`src/rtl/raster_sample_packer_pkg.sv`:
```
// Shared encodings for raster_sample_packer and its halfword DMA writer.
package raster_sample_packer_pkg;

  localparam int unsigned STATE_WID = 3;

  localparam logic [STATE_WID-1:0] ST_IDLE    = 3'd0;
  localparam logic [STATE_WID-1:0] ST_WR_LO   = 3'd1;
  localparam logic [STATE_WID-1:0] ST_WAIT_LO = 3'd2;
  localparam logic [STATE_WID-1:0] ST_WR_HI   = 3'd3;
  localparam logic [STATE_WID-1:0] ST_WAIT_HI = 3'd4;
  localparam logic [STATE_WID-1:0] ST_ACK     = 3'd5;

  localparam int unsigned HALF_LO_OFS      = 0;
  localparam int unsigned HALF_HI_OFS      = 2;
  localparam int unsigned BYTES_PER_SAMPLE = 4;
  localparam int unsigned SAMPLE_WID       = 32;

endpackage

```
`src/rtl/raster_dma_halfword_writer.sv`:
```
// Runs one halfword commit/finished handshake towards the DMA port; the caller sequences
// it twice per sample. Address and data are captured at commit and held until finished.
module raster_dma_halfword_writer #(
  parameter int unsigned WORD_WID = 16,
  parameter int unsigned ADDR_WID = 32
) (
  input  logic                clk,
  input  logic                rst,
  input  logic                go,
  input  logic [ADDR_WID-1:0] addr,
  input  logic [WORD_WID-1:0] data,
  output logic                done,
  output logic [ADDR_WID-1:0] dma_addr,
  output logic [WORD_WID-1:0] dma_data,
  output logic                dma_commit,
  input  logic                dma_finished
);

  logic                commit_q, commit_d;
  logic [ADDR_WID-1:0] addr_q, addr_d;
  logic [WORD_WID-1:0] data_q, data_d;

  always_comb begin
    commit_d = commit_q;
    addr_d   = addr_q;
    data_d   = data_q;
    if (!commit_q) begin
      // A finished left high by the previous write must drop before the next commit.
      if (go && !dma_finished) begin
        commit_d = 1'b1;
        addr_d   = addr;
        data_d   = data;
      end
    end else if (dma_finished) begin
      commit_d = 1'b0;
    end
  end

  always_ff @(posedge clk or posedge rst) begin
    if (rst) begin
      commit_q <= 1'b0;
      addr_q   <= '0;
      data_q   <= '0;
    end else begin
      commit_q <= commit_d;
      addr_q   <= addr_d;
      data_q   <= data_d;
    end
  end

  assign done       = commit_q & dma_finished;
  assign dma_commit = commit_q;
  assign dma_addr   = addr_q;
  assign dma_data   = data_q;

endmodule

```
`src/rtl/raster_sample_packer.sv`:
```
// Sign-extends scanner samples to 32 bits and writes them as two halfwords into a circular
// buffer. Define RASTER_PACKER_DROP_EN to drop samples on a full buffer instead of stalling.
module raster_sample_packer
  import raster_sample_packer_pkg::*;
#(
  parameter int unsigned          DATA_WID  = 24,
  parameter int unsigned          WORD_WID  = 16,
  parameter int unsigned          ADDR_WID  = 32,
  parameter int unsigned          PTR_WID   = 11,
  parameter logic [ADDR_WID-1:0]  BASE_ADDR = 32'h0010_0000
) (
  input  logic                clk,
  input  logic                rst,
  input  logic [DATA_WID-1:0] data,
  input  logic                mem_commit,
  output logic                mem_finished,
  input  logic [PTR_WID-1:0]  rd_ptr,
  input  logic                flush,
  output logic [PTR_WID-1:0]  wr_ptr,
  output logic [ADDR_WID-1:0] dma_addr,
  output logic [WORD_WID-1:0] dma_data,
  output logic                dma_commit,
  input  logic                dma_finished,
  output logic                overflow
);

  localparam logic [PTR_WID-1:0] PTR_ONE = 1;

  logic [STATE_WID-1:0]  state_q, state_d;
  logic [PTR_WID-1:0]    wr_ptr_q, wr_ptr_d, wr_ptr_inc;
  logic                  overflow_q, overflow_d;
  logic [SAMPLE_WID-1:0] latch_q, latch_d, sample_ext;
  logic                  full, hi_half, wr_go, wr_done;
  logic [ADDR_WID-1:0]   slot_addr, half_addr;
  logic [WORD_WID-1:0]   half_data;

  assign wr_ptr_inc = wr_ptr_q + PTR_ONE;
  assign full       = (wr_ptr_inc == rd_ptr);
  assign sample_ext = {{(SAMPLE_WID - DATA_WID){data[DATA_WID-1]}}, data};

  assign slot_addr = BASE_ADDR + ADDR_WID'(wr_ptr_q) * ADDR_WID'(BYTES_PER_SAMPLE);
  assign hi_half   = (state_q == ST_WR_HI) || (state_q == ST_WAIT_HI);
  assign half_addr = slot_addr + ADDR_WID'(hi_half ? HALF_HI_OFS : HALF_LO_OFS);
  assign half_data = hi_half ? latch_q[2*WORD_WID-1:WORD_WID] : latch_q[WORD_WID-1:0];

  always_comb begin
    state_d    = state_q;
    wr_ptr_d   = wr_ptr_q;
    overflow_d = overflow_q;
    latch_d    = latch_q;
    wr_go      = 1'b0;
    case (state_q)
      ST_IDLE: begin
        if (flush) begin
          wr_ptr_d   = '0;
          overflow_d = 1'b0;
        end else if (mem_commit) begin
          if (full) begin
            overflow_d = 1'b1;
`ifdef RASTER_PACKER_DROP_EN
            state_d = ST_ACK;
`endif
          end else begin
            latch_d = sample_ext;
            state_d = ST_WR_LO;
          end
        end
      end
      ST_WR_LO: begin
        wr_go = 1'b1;
        if (!dma_finished) state_d = ST_WAIT_LO;
      end
      ST_WAIT_LO: begin
        if (wr_done) state_d = ST_WR_HI;
      end
      ST_WR_HI: begin
        wr_go = 1'b1;
        if (!dma_finished) state_d = ST_WAIT_HI;
      end
      ST_WAIT_HI: begin
        if (wr_done) begin
          wr_ptr_d = wr_ptr_inc;
          state_d  = ST_ACK;
        end
      end
      ST_ACK: begin
        if (!mem_commit) state_d = ST_IDLE;
      end
      default: state_d = ST_IDLE;
    endcase
  end

  always_ff @(posedge clk or posedge rst) begin
    if (rst) begin
      state_q    <= ST_IDLE;
      wr_ptr_q   <= '0;
      overflow_q <= 1'b0;
      latch_q    <= '0;
    end else begin
      state_q    <= state_d;
      wr_ptr_q   <= wr_ptr_d;
      overflow_q <= overflow_d;
      latch_q    <= latch_d;
    end
  end

  raster_dma_halfword_writer #(
    .WORD_WID (WORD_WID),
    .ADDR_WID (ADDR_WID)
  ) u_writer (
    .clk          (clk),
    .rst          (rst),
    .go           (wr_go),
    .addr         (half_addr),
    .data         (half_data),
    .done         (wr_done),
    .dma_addr     (dma_addr),
    .dma_data     (dma_data),
    .dma_commit   (dma_commit),
    .dma_finished (dma_finished)
  );

  assign mem_finished = (state_q == ST_ACK);
  assign wr_ptr       = wr_ptr_q;
  assign overflow     = overflow_q;

endmodule
```
`config.mk`:
```
export PLATFORM = sky130hd
export DESIGN_NAME = raster_sample_packer
export DESIGN_NICKNAME = d
export VERILOG_FILES = /design/src/rtl/raster_sample_packer_pkg.sv /design/src/rtl/raster_dma_halfword_writer.sv /design/src/rtl/raster_sample_packer.sv
export SDC_FILE = /design/constraint.sdc
export NUM_CORES = 1
export LEC_CHECK = 0
export ABC_AREA = 1
export CAP_MARGIN = 15
export CORE_AREA = 2 2 136 138
export DETAILED_ROUTE_END_ITERATION = 10
export DIE_AREA = 0 0 138 140
export PLACE_DENSITY = 0.43
export SYNTH_ARGS = -nofsm -noshare
export SYNTH_HDL_FRONTEND = slang
export SYNTH_HIERARCHICAL = 1
export SYNTH_SLANG_ARGS = --single-unit
```
`constraint.sdc`:
```
create_clock -name clk -period 2.5 [get_ports clk]
set_input_delay 0.625 -clock clk [delete_from_list [all_inputs] [get_ports clk]]
set_output_delay 0.625 -clock clk [all_outputs]
set_load 0.03 [all_outputs]
```
==> impl_metrics.env <==
export IMPL_slowest_delay_ns=0.46
export IMPL_reg2reg_from="wr_ptr[0]$_DFFE_PP0P_"
export IMPL_synthCells=547
export IMPL_seq_area_frac_synth=0.5003
export IMPL_drt_wirelength_per_cell_um=14.13
export IMPL_fmax_mhz=436.0
export IMPL_postRouteWirelength_mm=12.61
export IMPL_drive_above_1_share=0.07240
export IMPL_die_area_um2=19320
export IMPL_skew_ns=0.003550
export IMPL_fin_tns_setup_ns=0
export IMPL_layout_commonest_cell="nand2_1"
export IMPL_io_pins=102
export IMPL_worstPathArrival_ns=1.67
export IMPL_row_count=49
export IMPL_gp_congestion=0.8057
export IMPL_grt_setup_unrepaired="no"
export IMPL_cts_root_buf="clkbuf_16"
export IMPL_dr_max_layer_used="met4"
export IMPL_holdWs_ns=0.4656
export IMPL_cp_max_fo=7
export IMPL_min_period_over_period=0.9174
export IMPL_fin_util=0.3374
export IMPL_syn_to_final_growth_pct=36.30
export IMPL_leakagePower_nw=2.920
export IMPL_grt_pass1_wl_mm=20.61
export IMPL_antenna_found_initial=0
export IMPL_yosysWarnings=6
export IMPL_cp_data_required_time_ns=1.88
export IMPL_path_clk_slew_ns=0.06
export IMPL_slowest_stage="dfrtp_1"
export IMPL_yosys_top_cells_area="dfrtp_1, nand2_1, nand3_1"
export IMPL_die_w_um=138
export IMPL_viasPerCell=4.400
export IMPL_dr_pass1_iters=4
export IMPL_ir_worst_vdd_mv=0.6300
export IMPL_worst_pin_slew_ns=0.5748
export IMPL_maxCapViolations=0
export IMPL_port_buffer_count=101
export IMPL_die_h_um=140
export IMPL_r2r_cells=12
export IMPL_netlist_area_um2=4402
export IMPL_maxSlewHeadroom=0.6163
export IMPL_postRouteAntennaNets=0
export IMPL_vias=3925
export IMPL_drc_errors=0
export IMPL_layout_common_cells="nand2_1, clkdlybuf4s50_1, dfrtp_1"
export IMPL_initial_core_util=0.2476
export IMPL_hold_start="latch_q[4]$_DFFE_PP0P_"
export IMPL_fin_crit_ns=2.293
export IMPL_crit_chain="inv_1 -> nor3_1 -> dlygate4sd2_1"
export IMPL_diodes=0
export IMPL_hpwl_mm=8.949
export IMPL_wl_met3_um=615
export IMPL_crit_type="reg -> out"
export IMPL_min_to="latch_q[4]$_DFFE_PP0P_"
export IMPL_grt_max_degree=50
export IMPL_cts_tree="built"
export IMPL_grt_overflow_total=0
export IMPL_r2r_end="latch_q[1]$_DFFE_PP0P_"
export IMPL_numCtsBuffers=9
export IMPL_ys_ff_latch=88
export IMPL_yosysTopAreaCellShare=0.5003
export IMPL_cts_setup_buffers=0
export IMPL_cts_max_level=3
export IMPL_cts_sinks=88
export IMPL_met1_length_mm=5.824
export IMPL_grt_use_total=0.1340
export IMPL_maxSlewViolCount=0
export IMPL_worstSetupStartpointType="register"
export IMPL_status="complete, no violations"
export IMPL_endpoint_kind="output port"
export IMPL_synth_cell_types=30
export IMPL_whs_path_depth=2
export IMPL_clk_latency_ns=0.34
export IMPL_grt_pass1_vias=3830
export IMPL_fin_nets=700
export IMPL_finalHoldViolCount=0
export IMPL_coreArea_um2=17780
export IMPL_setup_viol=0
export IMPL_cts_buffer_depth=2
export IMPL_r2r_slack_ns=0.34
export IMPL_drt_first_iter_violations=203
export IMPL_dr_wl_met2_mm=6.022
export IMPL_avgSynthCellArea_um2=8.047
export IMPL_yosys_area_top_type="dfrtp_1"
export IMPL_holdCritPathClass="reg -> reg"
export IMPL_power_density_nw_per_um2=1126
final cells by class:
cell class	count	area [µm²]
sequential	88	2202
clock inverter	3	67.56
tap	229	286.5
inverter	32	120.1
fill	1853	11780
timing repair buffer	113	1112
clock buffer	12	236.5
multi-input combinational	415	1974
where the power goes:
part	switching, mW	total [mW]	leakage (nW)	internal [mW]
Sequential	0.366	2.33	1.14	1.97
Clock	0.542	1.41	0.143	0.871
Combinational	1.87	3.01	1.64	1.13
registers in the layout, summed over array words and instances, names as in the netlist:
name	flops
latch_q	24
u_writer/dma_data	16
wr_ptr	11
u_writer/dma_addr	32
u_writer/dma_commit	1
overflow	1
state_q	3
per-layer routing:
| metal | GRT usage | up-vias |
|---|---|---|
| met5 | 0 | - |
| met4 | 0.04082 | 0 |
| met3 | 0.03692 | 9 |
| met2 | 0.2144 | 95 |
| met1 | 0.1775 | 1802 |
| li1 | - | 2019 |
cells by family (layout without fill, tap and decap cells):
| family | Yosys count | count (layout) | share of synthesized area |
|---|---|---|---|
| simple gates | 362 | 362 | 0.3749 |
| mux | 7 | 7 | 0.01791 |
| buf+inv | 62 | 160 | 0.06822 |
| flops | 88 | 88 | 0.5003 |
| compound gates | 25 | 25 | 0.03411 |
| fa+ha+maj | 1 | 1 | 0.002842 |
| other cells | 2 | 20 | 0.001706 |
cells in the mapped netlist:
master    number
clkbuf_1      11
a21oi_1        4
buf_4          7
o21ai_0        5
a21boi_0       1
a211oi_1       1
inv_1         30
o21bai_1       2
conb_1         2
buf_2          9
dfrtp_1       88
nand3_1       63
nand2_8        1
buf_8          2
nor3_1         2
nor2_1        16
buf_6          1
o22ai_1        9
nor2_4         5
nand2_2        5
mux2_2         7
nand4_1       49
nand3b_1       2
ha_1           1
nand2_1      217
o21ai_1        2
nand3_2        1
nand2_4        1
inv_2          2
a22o_1         1
critical path: cells and delay by family, from the launching register on:
kind                   cells  cell delay [ns]
DFF                        1             0.46
buffers and inverters      2             0.58
and+or+nand+nor            1             0.28
how the worst max path moves through the flow:
stage                           startpoint                 endpoint  slack, ns  cells past startpoint
finish              state_q[0]$_DFFE_PP0P_             mem_finished       0.21                      3
global route         wr_ptr[0]$_DFFE_PP0P_   latch_q[1]$_DFFE_PP0P_       0.11                     13
CTS                 state_q[0]$_DFFE_PP0P_             mem_finished       0.21                      3
detailed placement               rd_ptr[0]  latch_q[21]$_DFFE_PP0P_       0.03                     13
global placement                 rd_ptr[0]  latch_q[18]$_DFFE_PP0P_       0.08                     13
floorplan            wr_ptr[1]$_DFFE_PP0P_   latch_q[0]$_DFFE_PP0P_       0.41                     13
per-stage QoR:
stage	instances	setup WS, ns	power [mW]	cell area, µm²
2_1_floorplan	565	0.4097	4.225	4469
3_3_place_gp	877	0.08400	5.366	5697
3_5_place_dp	877	0.03429	5.407	5697
4_1_cts	892	0.2054	6.847	6000
5_1_grt	892	0.1053	7.235	6000
6_report	892	0.2066	6.755	6000
repair_timing:
item	4_1_cts	5_1_grt
hold buffers	0	0
gates resized for setup	1	0
setup endpoints to repair	1	0
Power figures use the tool's default switching activity.
